[config.mk]
export PLATFORM = sky130hd
export DESIGN_NAME = fetch_pc_ctrl_flat
export DESIGN_NICKNAME = d
export VERILOG_FILES = /design/src/rtl/fetch_pc_if.sv /design/src/rtl/fetch_pc_ctrl.sv /design/src/flat_wrapper.sv
export SDC_FILE = /design/constraint.sdc
export NUM_CORES = 1
export LEC_CHECK = 0
export ABC_AREA = 1
export BUFFER_PORTS_ARGS = -buffer_cell sky130_fd_sc_hd__buf_2
export CAP_MARGIN = 30
export CORE_MARGIN = 10
export CORE_UTILIZATION = 45
export CTS_CLUSTER_DIAMETER = 100
export DETAILED_ROUTE_END_ITERATION = 12
export PLACE_DENSITY = 0.75
export SYNTH_ARGS = -nofsm -noshare
export SYNTH_HDL_FRONTEND = slang
export SYNTH_SLANG_ARGS = --single-unit
[constraint.sdc]
create_clock -name clk -period 1.7 [get_ports clk]
set_input_delay 0.17 -clock clk [delete_from_list [all_inputs] [get_ports clk]]
set_output_delay 0.17 -clock clk [all_outputs]
set_load 0.01 [all_outputs]
[src/rtl/fetch_pc_if.sv]
// Bundle between the fetch PC controller and its hazard/branch/imem neighbours.
// The slave modport is the controller; the master modport is its environment.
interface fetch_pc_if;
  logic        stall;
  logic        redirect_valid;
  logic [31:0] redirect_pc;
  logic [31:0] pc;
  logic        read_en;
  logic        flush;
  logic [31:0] pc_plus4;
  logic [31:0] if_pc;
  logic        if_valid;
  logic        misalign_err;
  logic [15:0] fetch_count;

  modport master (
    output stall, redirect_valid, redirect_pc,
    input  pc, read_en, flush, pc_plus4, if_pc, if_valid, misalign_err, fetch_count
  );

  modport slave (
    input  stall, redirect_valid, redirect_pc,
    output pc, read_en, flush, pc_plus4, if_pc, if_valid, misalign_err, fetch_count
  );
endinterface

[src/rtl/fetch_pc_ctrl.sv]
// Program counter and fetch control for a one-cycle-latency instruction memory.
// Tracks the PC belonging to the memory output so IF/ID sees an aligned {if_pc, if_valid}.
module fetch_pc_ctrl #(
  parameter logic [31:0] RESET_PC = 32'h0000_0000
) (
  input  logic        clk,
  input  logic        rst,
  fetch_pc_if.slave   bus
);

  typedef enum logic [1:0] {
    BOOT = 2'd0,
    RUN  = 2'd1,
    HOLD = 2'd2
  } state_t;

  state_t      state_r;
  logic [31:0] pc_r;
  logic [31:0] if_pc_r;
  logic        if_valid_r;
  logic        misalign_err_r;
  logic [15:0] fetch_count_r;
  logic        read_en_s;
  logic        flush_s;

  function automatic logic [31:0] align_word(input logic [31:0] addr);
    return {addr[31:2], 2'b00};
  endfunction

  function automatic logic is_misaligned(input logic [31:0] addr);
    return (addr[1:0] != 2'b00);
  endfunction

  // Memory read/flush strobes: redirect beats stall, nothing is issued in BOOT or under reset.
  always_comb begin
    read_en_s = 1'b0;
    flush_s   = 1'b0;
    if (state_r == BOOT) begin
      read_en_s = 1'b0;
      flush_s   = 1'b0;
    end else if (bus.redirect_valid) begin
      flush_s   = 1'b1;
    end else if (bus.stall) begin
      read_en_s = 1'b0;
    end else begin
      read_en_s = 1'b1;
    end
  end

  // FSM, PC, IF/ID tag, misalign pulse and saturating fetch counter.
  always_ff @(posedge clk or negedge rst) begin
    if (!rst) begin
      state_r        <= BOOT;
      pc_r           <= align_word(RESET_PC);
      if_pc_r        <= 32'h0000_0000;
      if_valid_r     <= 1'b0;
      misalign_err_r <= 1'b0;
      fetch_count_r  <= 16'h0000;
    end else begin
      case (state_r)
        BOOT: begin
          state_r <= RUN;
          if (bus.redirect_valid) begin
            pc_r           <= align_word(bus.redirect_pc);
            misalign_err_r <= is_misaligned(bus.redirect_pc);
          end else begin
            misalign_err_r <= 1'b0;
          end
        end
        RUN, HOLD: begin
          if (bus.redirect_valid) begin
            state_r        <= RUN;
            pc_r           <= align_word(bus.redirect_pc);
            if_valid_r     <= 1'b0;
            misalign_err_r <= is_misaligned(bus.redirect_pc);
          end else if (bus.stall) begin
            state_r        <= HOLD;
            misalign_err_r <= 1'b0;
          end else begin
            state_r        <= RUN;
            pc_r           <= pc_r + 32'd4;
            if_pc_r        <= pc_r;
            if_valid_r     <= 1'b1;
            misalign_err_r <= 1'b0;
            if (fetch_count_r != 16'hFFFF) begin
              fetch_count_r <= fetch_count_r + 16'd1;
            end else begin
              fetch_count_r <= fetch_count_r;
            end
          end
        end
        default: begin
          state_r        <= BOOT;
          misalign_err_r <= 1'b0;
        end
      endcase
    end
  end

  assign bus.pc           = pc_r;
  assign bus.pc_plus4     = pc_r + 32'd4;
  assign bus.read_en      = read_en_s;
  assign bus.flush        = flush_s;
  assign bus.if_pc        = if_pc_r;
  assign bus.if_valid     = if_valid_r;
  assign bus.misalign_err = misalign_err_r;
  assign bus.fetch_count  = fetch_count_r;

endmodule
[src/flat_wrapper.sv]
// flat-port wrapper written by rule: the top's interface ports become plain ports
module fetch_pc_ctrl_flat 
#(
  parameter logic [31:0] RESET_PC = 32'h0000_0000
)
  (clk, rst, bus_stall, bus_redirect_valid, bus_redirect_pc, bus_pc, bus_read_en, bus_flush, bus_pc_plus4, bus_if_pc, bus_if_valid, bus_misalign_err, bus_fetch_count);
  fetch_pc_if bus_i ();
  input  logic clk;
  input  logic rst;
  input wire logic [$bits(bus_i.stall)-1:0] bus_stall;
  input wire logic [$bits(bus_i.redirect_valid)-1:0] bus_redirect_valid;
  input wire logic [$bits(bus_i.redirect_pc)-1:0] bus_redirect_pc;
  output wire logic [$bits(bus_i.pc)-1:0] bus_pc;
  output wire logic [$bits(bus_i.read_en)-1:0] bus_read_en;
  output wire logic [$bits(bus_i.flush)-1:0] bus_flush;
  output wire logic [$bits(bus_i.pc_plus4)-1:0] bus_pc_plus4;
  output wire logic [$bits(bus_i.if_pc)-1:0] bus_if_pc;
  output wire logic [$bits(bus_i.if_valid)-1:0] bus_if_valid;
  output wire logic [$bits(bus_i.misalign_err)-1:0] bus_misalign_err;
  output wire logic [$bits(bus_i.fetch_count)-1:0] bus_fetch_count;
  assign bus_i.stall = bus_stall;
  assign bus_i.redirect_valid = bus_redirect_valid;
  assign bus_i.redirect_pc = bus_redirect_pc;
  assign bus_pc = bus_i.pc;
  assign bus_read_en = bus_i.read_en;
  assign bus_flush = bus_i.flush;
  assign bus_pc_plus4 = bus_i.pc_plus4;
  assign bus_if_pc = bus_i.if_pc;
  assign bus_if_valid = bus_i.if_valid;
  assign bus_misalign_err = bus_i.misalign_err;
  assign bus_fetch_count = bus_i.fetch_count;
  fetch_pc_ctrl #(.RESET_PC(RESET_PC)) u_core (.clk(clk), .rst(rst), .bus(bus_i));
endmodule
==> impl_summary.md, run 1 <==
Drt
Dividing the detail-routed wire length by the instance count gives 16.6 um. In the routed design, unresolved DRC markers number 0. After detailed routing, the total wire length is 16400 um. The count of routing violations after the opening detailed-route iteration is 404.

The detail-routed via count per cell is 5.12. Once detail routing completed, the nets flagged for antenna violations numbered 0. The first-pass iteration count of the detailed router is 5. Detailed routing inserted a total of 5052 vias.

Yosys
The count of cell types in the netlist is 34. The sequential fraction of the synthesis area is 43.5%. Among all flip-flop cells after synthesis, the most frequent one is sky130_fd_sc_hd__dfrtp_1.

After synthesis, the mean cell area works out to 7.15 um^2. The number of synthesized flops with an enable pin is 0. Synthesis inferred 80 register bits. In the synthesized netlist, the number of instances is 644. The synthesized area is 4600 um^2. The share of synthesized area in the top cell type comes to 43.5%.

The number of warnings printed during yosys synthesis is 0. Of all flip-flops after synthesis, the portion carrying an async set or reset was 100%. The post-synthesis cell type with the largest combined area is sky130_fd_sc_hd__dfrtp_1.

By area the synthesized netlist is led by sky130_fd_sc_hd__dfrtp_1, sky130_fd_sc_hd__nand2_1, sky130_fd_sc_hd__nor2_1.

Timing
Timing would allow up to 473 MHz. The worst path in the final design needs a cycle of 2.11 ns, including I/O delays and setup. The worst hold-check slack is 0.0521 ns. The final-report max-slew violation count is 0.

The relative slew slack is 60.5%. Setup repair after global routing could not meet its margin everywhere. After routing, the total negative slack on setup checks comes to -7.99 ns. The number of endpoints failing setup at the final stage is 32. After layout, the worst setup slack is -0.413 ns. Of the available clock period, the critical path in the final layout requires 124%.

The hold violation count in the final report was 0. Clock skew on the completed layout was measured at 0.00624 ns. For the pin with the worst max-slew slack, the measured transition is 0.593 ns.

Hold path
Counting instances, the worst hold path has a depth of 3. In this run the worst hold path is classified as primary input to flip-flop.

Final layout
Leaving out fill and tap cells, the most frequent cell in the layout is sky130_fd_sc_hd__nand2_1. The number of antenna diodes in the final layout is 0. The area of all sequential standard cells is 2020 um^2. The cell area after layout is 6560 um^2. The final-layout fill cell count is 801. Relative to the synthesized area, the layout overhead comes to 42.6%. For this run, the number of standard cells in the final layout without fillers is 986. The post-route netlist has 37.5% of its cells at a drive strength greater than 1. The area of the multi-input gates is 2580 um^2. The number of nets in the layout is 888. The post-layout utilization of the core is 66.5%. In the layout the commonest cells are sky130_fd_sc_hd__nand2_1, sky130_fd_sc_hd__buf_2, sky130_fd_sc_hd__nor2_1.

Floorplan
The y dimension of the die is 121 um. The floorplan step defined a die boundary enclosing 14700 um^2. The core outline area is 9860 um^2.

During I/O placement, the number of pins put on the boundary was 152. Once the floorplan was initialized, standard cells occupied 46.7% of the core. In this run the core area contains 36 standard-cell rows. The horizontal die dimension is 121 um.

Setup path
The data required time of the critical path is 1.53 ns. The worst register-to-register path has a depth of 15. The startpoint-to-endpoint class of the critical path is flip-flop to primary output. The arrival time at the worst endpoint is 1.94 ns. The highest net fanout along the worst path is 5. STA classifies the critical path startpoint as a flip-flop. The capturing element type of the critical path is a primary output.

Placement
The worst-case setup slack after placement is -0.0246 ns. The placer's final routability congestion estimate is 0.934. The HPWL after detailed placement is 11600 um.

The placed cell count is 926. The placed instances occupy a cell area of 5570 um^2. The count of port buffers added during placement is 145.

Global route
The first global-routing pass estimated 24200 um of wire. The number of global-route vias before repair is 4779. Entering global routing, the biggest net connects 44 pins.

The total overflow left after global routing is 0. Global routing used 20.4% of the available tracks. The initial antenna violation count is 0.

Run status
The checks that failed: setup timing. The flow ran to the end, but the final reports show violations.

Pwr
The design internal power is 6.46 mW. For this design the ratio of total power to cell area is 1860 nW/um^2. The sequential group share of total power is 29.9%. The static leakage is 3.38 nW.

The share of total power consumed by net switching is 47.0%. Across the VDD grid, the largest voltage drop is 1320 uV. The switching power total is 5.73 mW. The power share of the clock group is 12.9%. The combinational share of power is 57.2%. The total chip power is 12.2 mW.

Clocking
TritonCTS built the clock tree. The clock drives 80 sinks. After clock tree synthesis, the clock-pin slew on the worst setup and hold paths is 0.08 ns. The number of CTS-inserted buffers is 9.

The maximum buffer depth of the clock tree is 2. The cell at the root of the clock tree is sky130_fd_sc_hd__clkbuf_8. The total number of H-tree levels is 3.

The clock latency on the worst-skew pair is 0.37 ns.

Run
The reported max-cap violation count is 0.
-- repair_timing --
| action | CTS | global route |
|---|---|---|
| setup buffers | 17 | 25 |
| endpoints found under the setup margin | 30 | 66 |
| hold buffers | 1 | 0 |
| resized for setup | 58 | 66 |
| pin swaps | 12 | 21 |
| endpoints found under the hold margin | 41 | 0 |
| cloned | 0 | 2 |
-- cell families (layout without fill, tap and decap cells) --
logic type               count (synthesis)  after routing  share of synthesized area [%]
AO/OA/AOI/OAI                           74             74                           8.61
adder cells (fa/ha/maj)                  4              4                           1.09
other                                    1              6                         0.0814
buffers and inverters                   79            282                           7.91
XOR/XNOR                                21             21                           3.99
AND/OR/NAND/NOR                        385            386                           34.8
flip-flops                              80             80                           43.5
-- worst max-delay path: stages, from the launching register on --
cell	delay [ns]
sky130_fd_sc_hd__dfrtp_1	0.39
sky130_fd_sc_hd__ha_2	0.21
sky130_fd_sc_hd__nand2_2	0.09
sky130_fd_sc_hd__nor2_4	0.21
sky130_fd_sc_hd__nand3b_1	0.20
sky130_fd_sc_hd__nor2_1	0.17
sky130_fd_sc_hd__nand2_1	0.10
sky130_fd_sc_hd__nand2_2	0.10
sky130_fd_sc_hd__buf_6	0.11
-- Yosys cell counts, types with 2 or more instances --
cell                      count
sky130_fd_sc_hd__nand2_1    236
sky130_fd_sc_hd__nor2_1      96
sky130_fd_sc_hd__dfrtp_1     80
sky130_fd_sc_hd__inv_1       50
sky130_fd_sc_hd__nand3_1     31
sky130_fd_sc_hd__o21ai_0     25
sky130_fd_sc_hd__o21ai_1     24
sky130_fd_sc_hd__a21oi_1     13
sky130_fd_sc_hd__xor2_1      13
sky130_fd_sc_hd__buf_2       10
sky130_fd_sc_hd__o22ai_1      8
sky130_fd_sc_hd__xnor2_1      8
sky130_fd_sc_hd__buf_4        6
sky130_fd_sc_hd__nor3_1       5
sky130_fd_sc_hd__buf_6        4
sky130_fd_sc_hd__ha_1         4
sky130_fd_sc_hd__inv_2        4
sky130_fd_sc_hd__nor2_4       4
sky130_fd_sc_hd__buf_1        3
sky130_fd_sc_hd__nand4_1      3
sky130_fd_sc_hd__nor2_2       2
sky130_fd_sc_hd__nor2_8       2
sky130_fd_sc_hd__o21ai_2      2
-- final timing paths --
check	slack (ns)	start	to
setup / recovery	-0.41	u_core.bus.pc[2]	bus_pc_plus4[20]
hold / removal	0.05	bus_redirect_pc[0]	u_core.bus.misalign_err
setup reg to reg	-0.31	u_core.bus.pc[2]	u_core.bus.pc[22]
hold reg to reg	0.50	u_core.bus.if_pc[10]	u_core.bus.if_pc[10]
max in group asynchronous	0.75	rst	u_core.bus.pc[4]
min in group asynchronous	0.34	rst	u_core.bus.fetch_count[14]
-- routing by layer --
| metal | GRT usage (%) | part of all wire [%] | vias to the layer above | routed length, um |
|---|---|---|---|---|
| met2 | 32.1 | 47 | 239 | 7780 |
| met4 | 8.64 | 2.9 | 0 | 471 |
| li1 | - | - | 2412 | - |
| met3 | 5.82 | 8.5 | 42 | 1390 |
| met5 | 0 | 0 | - | 0 |
| met1 | 25.7 | 41 | 2359 | 6750 |
-- power by group through the flow --
stage,registers [mW],clock network [mW],logic (mW)
floorplan,3.75,0,2.92
global placement,3.56,0,5.45
detailed placement,3.56,0,5.58
CTS,3.57,1.58,6.10
global route,3.74,1.67,7.61
finish,3.65,1.58,6.97
-- area by class of cell --
type | count | area share, %
sequential | 80 | 30.7
timing repair inverter | 1 | 0.0762
inverter | 55 | 3.30
timing repair buffer | 210 | 20.9
tap | 133 | 2.54
clock inverter | 5 | 1.24
multi-input combinational | 491 | 39.2
clock buffer | 11 | 2.00
-- sequential cells by signal, summed over array words and instances (netlist names) --
name and count:
u_core.bus.pc 30, u_core.bus.misalign_err 1, u_core.bus.if_pc 30, u_core.bus.if_valid 1, u_core.state_r 2, u_core.bus.fetch_count 16
Power figures use the tool's default switching activity.
==> run 2: changes to the inputs <==
==> constraint.sdc (replaced) <==
create_clock -name clk -period 1.7 [get_ports clk]
set_input_delay 0.085 -clock clk [delete_from_list [all_inputs] [get_ports clk]]
set_output_delay 0.085 -clock clk [all_outputs]
set_load 0.01 [all_outputs]
==> impl_summary.md, run 2 (synthesis gave the netlist of run 1 again) <==
Final layout
Compared with the post-synthesis result, the final layout area differs by 38.1%. The commonest non-fill, non-tap cell in the layout is sky130_fd_sc_hd__nand2_1. The total inserted antenna cells is 0 (unchanged).

The fraction of final layout cells sized beyond drive strength 1 is 32.5% (-5.0 points). The final-layout fill cell count was 846 (+5.6%). The top cell types in the final layout, fill and taps aside, are sky130_fd_sc_hd__nand2_1, sky130_fd_sc_hd__buf_2, sky130_fd_sc_hd__nor2_1. The number of nets in the layout came to 877 (-1.2%).

Global route
The global-route congestion overflow total is 0 (unchanged). The initial antenna violation count came to 0 (unchanged). The largest net degree at the start of global routing came to 45 (+2.3%). The global-route wire length before repair is 23900 um (-1.0%). The global routing usage summed across all routing layers is 20.1% (-0.31 points). The number of global-route vias before repair is 4805 (+0.54%).

Drt
The count of routing violations after the opening detailed-route iteration is 454 (+12%). The aggregate routed wire length is 15500 um (-5.3%). The first-pass iteration count of the detailed router is 5 (unchanged).

The mean routed wirelength per cell is 15.9 um (-4.2%). The via total after detailed routing came to 4918 (-2.7%). The detail-routed via count per cell came to 5.04 (-1.6%). The post-detailed-route DRC marker count is 0 (unchanged). The remaining antenna violation count came to 0 (unchanged).

Hold path
In this run the worst hold path is classified as primary input to flip-flop.

Setup path
The arrival time at the worst endpoint is 1.89 ns (-0.05 ns). The highest net fanout along the worst path is 5 (unchanged). The startpoint-to-endpoint class of the critical path is flip-flop to primary output. The data required time of the critical path was 1.62 ns (+0.09 ns). The capturing element type of the critical path is a primary output.

The kind of start point of the critical path is a flip-flop.

Clocking
The clock-pin slew of the registers on the worst-case setup and hold paths is 0.08 ns (about the same). The number of CTS-inserted buffers is 9 (unchanged). TritonCTS built the clock tree. The total number of H-tree levels is 3 (unchanged). The maximum buffer depth of the clock tree was 2 (unchanged). The clock latency on the worst-skew pair is 0.37 ns (about the same).

The cell at the root of the clock tree is sky130_fd_sc_hd__clkbuf_8. The clock sink count is 80 (unchanged).

Run status
The flow ran to the end, but the final reports show violations. The checks that failed: setup timing.

Pwr
The static leakage is 3.32 nW (-1.8%). The peak supply drop is 1460 uV (+11%). The power per standard cell area is 1810 nW/um^2 (-2.4%).

Placement
The HPWL after detailed placement is 11300 um (-2.6%). The placer's final routability congestion estimate is 0.954 (+2.2%). The count of port buffers added during placement is 145 (unchanged).

The worst-case setup slack after placement is -0.00484 ns (+0.0197 ns).

Timing
The final-report max-slew violation count is 0 (unchanged). The shortest clock period the worst path allows after layout is 1.97 ns (-0.138 ns). Setup repair after global routing could not meet its margin everywhere. The fmax is 506 MHz (+7.0%). The worst setup margin came to -0.275 ns (+0.138 ns). The hold violation count in the final report was 0 (unchanged). The post-route clock period utilization was 116% (-8.1 points).

The final-layout setup total negative slack is -4.66 ns (+3.32 ns). The number of endpoints failing setup at the final stage is 28 (-13%). The worst clock skew on the final layout was 0.0122 ns (+0.00600 ns).

Floorplan
The core outline area was 9860 um^2 (unchanged). The cell row count is 36 (unchanged). The die area is 14700 um^2 (unchanged). The y dimension of the die is 121 um (unchanged). The number of top-level pins is 152 (unchanged). The initial core utilization is 46.7% (unchanged).

The horizontal die dimension came to 121 um (unchanged).

Run
The reported max-cap violation count was 0 (unchanged).
-- run 2: changes by cell type in the layout (fill, tap and decap cells not counted), moves of 7 or more --
cell,change
sky130_fd_sc_hd__nand2_1,+17
sky130_fd_sc_hd__buf_4,-13
sky130_fd_sc_hd__nand2_2,-13
sky130_fd_sc_hd__buf_6,-10
sky130_fd_sc_hd__buf_2,+7
sky130_fd_sc_hd__dfrtp_1,+7
sky130_fd_sc_hd__dfrtp_2,-7
-- run 2: path summary, 6_finish.rpt --
| path | startpoint | to | slack [ns] | cells after the start |
|---|---|---|---|---|
| setup / recovery | u_core.bus.pc[3] | bus_pc_plus4[13] | -0.27 | 9 |
| max in group asynchronous | rst | u_core.bus.fetch_count[6] | 0.94 | 3 |
| min in group asynchronous | rst | u_core.bus.if_pc[24] | 0.15 | 2 |
| hold reg to reg | u_core.bus.if_pc[4] | u_core.bus.if_pc[4] | 0.49 | 2 |
| hold / removal | bus_redirect_pc[18] | u_core.bus.pc[18] | 0.02 | 3 |
| setup reg to reg | u_core.bus.pc[3] | u_core.bus.pc[9] | -0.09 | 9 |
-- run 2: power by group --
part	internal, mW	switching [mW]
logic	2.54	3.83
clock network	0.829	0.743
registers	2.71	0.867
-- run 2: area by class of cell --
| cell class | count | area (um^2) | share of cell area [%] |
|---|---|---|---|
| flip-flops and latches | 80 | 2010 | 31.6 |
| repair buffers | 200 | 1280 | 20.1 |
| well taps | 133 | 166 | 2.62 |
| inverters | 55 | 221 | 3.48 |
| multi-input cells | 491 | 2470 | 38.9 |
| clock buffers | 11 | 131 | 2.07 |
| clock inverters | 5 | 81.3 | 1.28 |
-- run 2: per-stage QoR --
stage / hold slack, ns / power, mW / util (%) / cell area (um^2) / std cells
4_1_cts: 0.00733 / 11.1 / 61.6 / 6070 / 956
3_3_place_gp: -0.00173 / 9.02 / 56.6 / 5580 / 924
6_report: 0.0171 / 11.5 / 64.5 / 6360 / 975
2_1_floorplan: -0.211 / 6.67 / - / 4620 / 649
3_5_place_dp: 0.00372 / 9.16 / 56.6 / 5580 / 924
5_1_grt: 0.0206 / 12.4 / 64.5 / 6360 / 975
-- run 2: per-layer routing --
layer,share of wire [%],global-route usage (%)
met1,42,25.2
met3,8.8,5.96
met2,47,32.4
met5,0,0
met4,2.1,6.48
-- run 2: worst max-delay path, cell delays in order, from the launching register on --
cell and delay, ns:
sky130_fd_sc_hd__dfrtp_1 0.37, sky130_fd_sc_hd__buf_4 0.14, sky130_fd_sc_hd__nand2_1 0.08, sky130_fd_sc_hd__nor2_4 0.25, sky130_fd_sc_hd__buf_6 0.14, sky130_fd_sc_hd__buf_6 0.09, sky130_fd_sc_hd__nand3_1 0.11, sky130_fd_sc_hd__nand2_1 0.09
sky130_fd_sc_hd__nand2_1 0.10, sky130_fd_sc_hd__buf_2 0.16
-- run 2: timing repair --
action,CTS,global route
gates cloned,0,2
setup buffers,11,17
resized for setup,44,30
pin swaps,9,14
hold buffers,5,0
hold endpoints to repair,78,0
setup endpoints to repair,37,71
==> run 3: changes to the inputs <==
PLACE_DENSITY = not set   (was 0.75)
PLACE_DENSITY_LB_ADDON = 0.15   (was not set)
==> impl_summary.md, run 3 (synthesis gave the netlist of run 1 again) <==
Clocking
The maximum buffer depth of the clock tree was 2 (unchanged). The clock latency on the worst-skew pair is 0.36 ns (about the same). The number of CTS-inserted buffers came to 9 (unchanged).

The clock-pin slew of the registers on the worst-case setup and hold paths is 0.09 ns (about the same). The total number of H-tree levels was 3 (unchanged). The clock sink count is 80 (unchanged).

CTS placed an instance of sky130_fd_sc_hd__clkbuf_8 at the clock tree root. TritonCTS built the clock tree.

Pwr
The share of total power consumed by net switching came to 47.6% (+0.38 points). The sequential group share of total power is 30.0% (-1.1 points). The combinational share of power is 58.9% (+3.6 points). The peak supply drop is 1100 uV (-25%). The switching power total is 5.55 mW (+2.0%). The power share of the clock group is 11.1% (-2.5 points).

The static leakage is 3.37 nW (+1.6%). The design internal power was 6.11 mW (+0.47%). The power per standard cell area is 1780 nW/um^2 (-1.8%).

Timing
The final-report max-slew violation count is 0 (unchanged). The worst setup margin is -0.288 ns (-0.0126 ns). The hold violation count in the final report was 0 (unchanged).

The shortest clock period the worst path allows after layout is 1.99 ns (+0.0126 ns). Setup repair after global routing could not meet its margin everywhere. The post-route clock period utilization was 117% (+0.74 points).

The fmax is 503 MHz (-0.64%). The number of endpoints failing setup at the final stage is 28 (unchanged). The worst clock skew on the final layout is 0.00894 ns (-0.00330 ns).

Global route
The global-route congestion overflow total came to 0 (unchanged). The initial antenna violation count is 0 (unchanged). The global-route wire length before repair is 24500 um (+2.4%). The global routing usage summed across all routing layers came to 20.6% (+0.52 points). The number of global-route vias before repair is 4952 (+3.1%). The largest net degree at the start of global routing is 44 (-2.2%).

Setup path
The terminus of the critical flop-to-flop path is u_core.bus.pc[17]. The stage delay of the slowest cell on the critical path was 0.37 ns (about the same). The worst setup slack for register-to-register paths is -0.16 ns (-0.07 ns). STA classifies the critical path endpoint as a primary output.

The highest net fanout along the worst path came to 5 (unchanged). The arrival time at the worst endpoint came to 1.90 ns (about the same). The depth of the most critical reg-to-reg path is 14 (+5). The count of buffer and inverter cells on the critical path is 5 (+1). STA classifies the critical path startpoint as a flip-flop. The startpoint-to-endpoint class of the critical path is flip-flop to primary output. The dominant cell type by count on the critical path is sky130_fd_sc_hd__buf_6. The signal on the critical path passes through buf_4 > buf_6 > nand2_4 > nor2_4 > buf_6 > nand2_8 > nor2_4 > buf_4 > nand2_1 > nand2_2 > buf_6.

The data required time of the critical path is 1.62 ns (about the same). In this design, the largest share of critical-path delay is due to buffers and inverters. The startpoint of the worst register-to-register path is u_core.bus.pc[3].

The critical path's slowest cell is sky130_fd_sc_hd__dfrtp_1.

Final layout
The fraction of final layout cells sized beyond drive strength 1 is 37.9% (+5.4 points). The total inserted antenna cells is 0 (unchanged). In the layout the commonest cells are sky130_fd_sc_hd__nand2_1, sky130_fd_sc_hd__buf_2, sky130_fd_sc_hd__nor2_1. The number of nets in the layout is 895 (+2.1%).

The post-layout utilization of the core came to 66.5% (+2.0 points). The post-route non-filler standard cell count is 993 (+1.8%). The cell area after layout came to 6560 um^2 (+3.1%). The area growth from synthesis to layout is 42.4%.

The commonest non-fill, non-tap cell in the layout is sky130_fd_sc_hd__nand2_1.

Placement
The HPWL after detailed placement is 11400 um (+0.37%). The cell area after placement came to 5570 um^2 (-0.27%). The count of port buffers added during placement came to 145 (unchanged). The placed cell count is 927 (+0.32%). The placer's final routability congestion estimate is 0.891 (-6.6%).

Hold path
The endpoint with the worst hold slack is u_core.bus.pc[17]. The startpoint identified for the worst hold timing path is bus_redirect_pc[17]. The cell count of the worst hold path is 3 (unchanged). The worst hold path belongs to the class primary input to flip-flop.

Floorplan
The die area was 14700 um^2 (unchanged). The core outline area is 9860 um^2 (unchanged). The number of top-level pins was 152 (unchanged). The cell row count came to 36 (unchanged). The y dimension of the die is 121 um (unchanged). The initial core utilization is 46.7% (unchanged). The horizontal die dimension is 121 um (unchanged).

Drt
The first-pass iteration count of the detailed router is 5 (unchanged). The post-route met1 wirelength was 6690 um (+1.9%). The remaining antenna violation count is 0 (unchanged).

The mean routed wirelength per cell is 15.8 um (-0.92%). The post-detailed-route DRC marker count came to 0 (unchanged). The uppermost layer routed is met4. The detailed route wirelength on metal3 is 1100 um (-19%). The met2 routed wirelength is 7350 um (+1.2%). The detail-routed via count per cell is 5.08 (+0.68%). The aggregate routed wire length came to 15700 um (+0.91%). The via total after detailed routing is 5043 (+2.5%). The count of routing violations after the opening detailed-route iteration came to 444 (-2.2%).

Run
The reported max-cap violation count is 0 (unchanged).

Run status
The run finished, with violations left. The checks that failed: setup timing.
## run 3: cell count changes in the layout (fill, tap and decap cells not counted), sizes merged
cell,previous run,this run
buf,194,214
bufinv,2,0
nand2,240,239
dlygate4sd3,5,4
clkbuf,12,14
## run 3: worst register-to-register path: stages (launching register included)
cell,delay [ns]
sky130_fd_sc_hd__dfrtp_1,0.37
sky130_fd_sc_hd__buf_4,0.12
sky130_fd_sc_hd__buf_6,0.10
sky130_fd_sc_hd__nand2_4,0.05
sky130_fd_sc_hd__nor2_4,0.16
sky130_fd_sc_hd__buf_6,0.15
sky130_fd_sc_hd__nand2_8,0.07
sky130_fd_sc_hd__nor2_4,0.16
sky130_fd_sc_hd__buf_4,0.12
sky130_fd_sc_hd__nand2_1,0.05
sky130_fd_sc_hd__nand2_2,0.09
sky130_fd_sc_hd__buf_4,0.11
sky130_fd_sc_hd__buf_4,0.09
sky130_fd_sc_hd__nand2_1,0.04
sky130_fd_sc_hd__a21oi_1,0.12
## run 3: what timing repair did
action | CTS | global route
hold buffers | 4 | 0
pin swaps | 27 | 18
buffers inserted | 27 | 18
setup endpoints to repair | 25 | 85
endpoints found under the hold margin | 82 | 0
resized for setup | 78 | 43
gates cloned | 0 | 1
## run 3: metrics by stage
stage / hold slack, ns / setup WS, ns / total power, mW / setup TNS, ns
2_1_floorplan: -0.211 / 0.0447 / 6.67 / 0
5_1_grt: 0.0299 / -0.370 / 12.6 / -7.68
3_5_place_dp: -0.0235 / 0.0399 / 9.05 / 0
6_report: 0.0237 / -0.288 / 11.7 / -4.76
3_3_place_gp: -0.0231 / 0.0886 / 8.93 / 0
4_1_cts: 0.00958 / -0.223 / 11.1 / -3.75
## run 3: cell type report
type                            count  area [um^2]
Fill cell                         835         3310
Multi-Input combinational cell    490         2570
Sequential cell                    80         2020
Timing Repair Buffer              219         1420
Inverter                           55          221
Tap cell                          133          166
Clock buffer                       13          149
Clock inverter                      3         17.5
## run 3: power by group through the flow
stage               Combinational (mW)  Clock [mW]  Sequential, mW
finish                            6.87        1.29            3.50
global route                      7.55        1.39            3.61
CTS                               6.35        1.31            3.45
detailed placement                5.56           0            3.49
global placement                  5.47           0            3.47
floorplan                         2.92           0            3.75
## run 3: how the worst max path moves through the flow
stage,start,endpoint,slack (ns),cells past startpoint
2_1_floorplan,u_core.state_r[0],u_core.bus.if_pc[26],0.04,11
3_3_place_gp,u_core.bus.pc[2],bus_pc_plus4[20],0.09,8
3_5_place_dp,u_core.bus.pc[2],u_core.bus.pc[20],0.04,9
4_1_cts,u_core.bus.pc[2],bus_pc_plus4[20],-0.22,9
5_1_grt,u_core.bus.pc[2],bus_pc_plus4[28],-0.37,8
6_report,u_core.bus.pc[3],bus_pc_plus4[17],-0.29,11
## run 3: metal layers
layer  vias to the layer above  track usage [%]
li1                       2423                -
met1                      2379             25.5
met2                       204             33.0
met3                        37             5.58
met4                         0             9.09
met5                         -                0
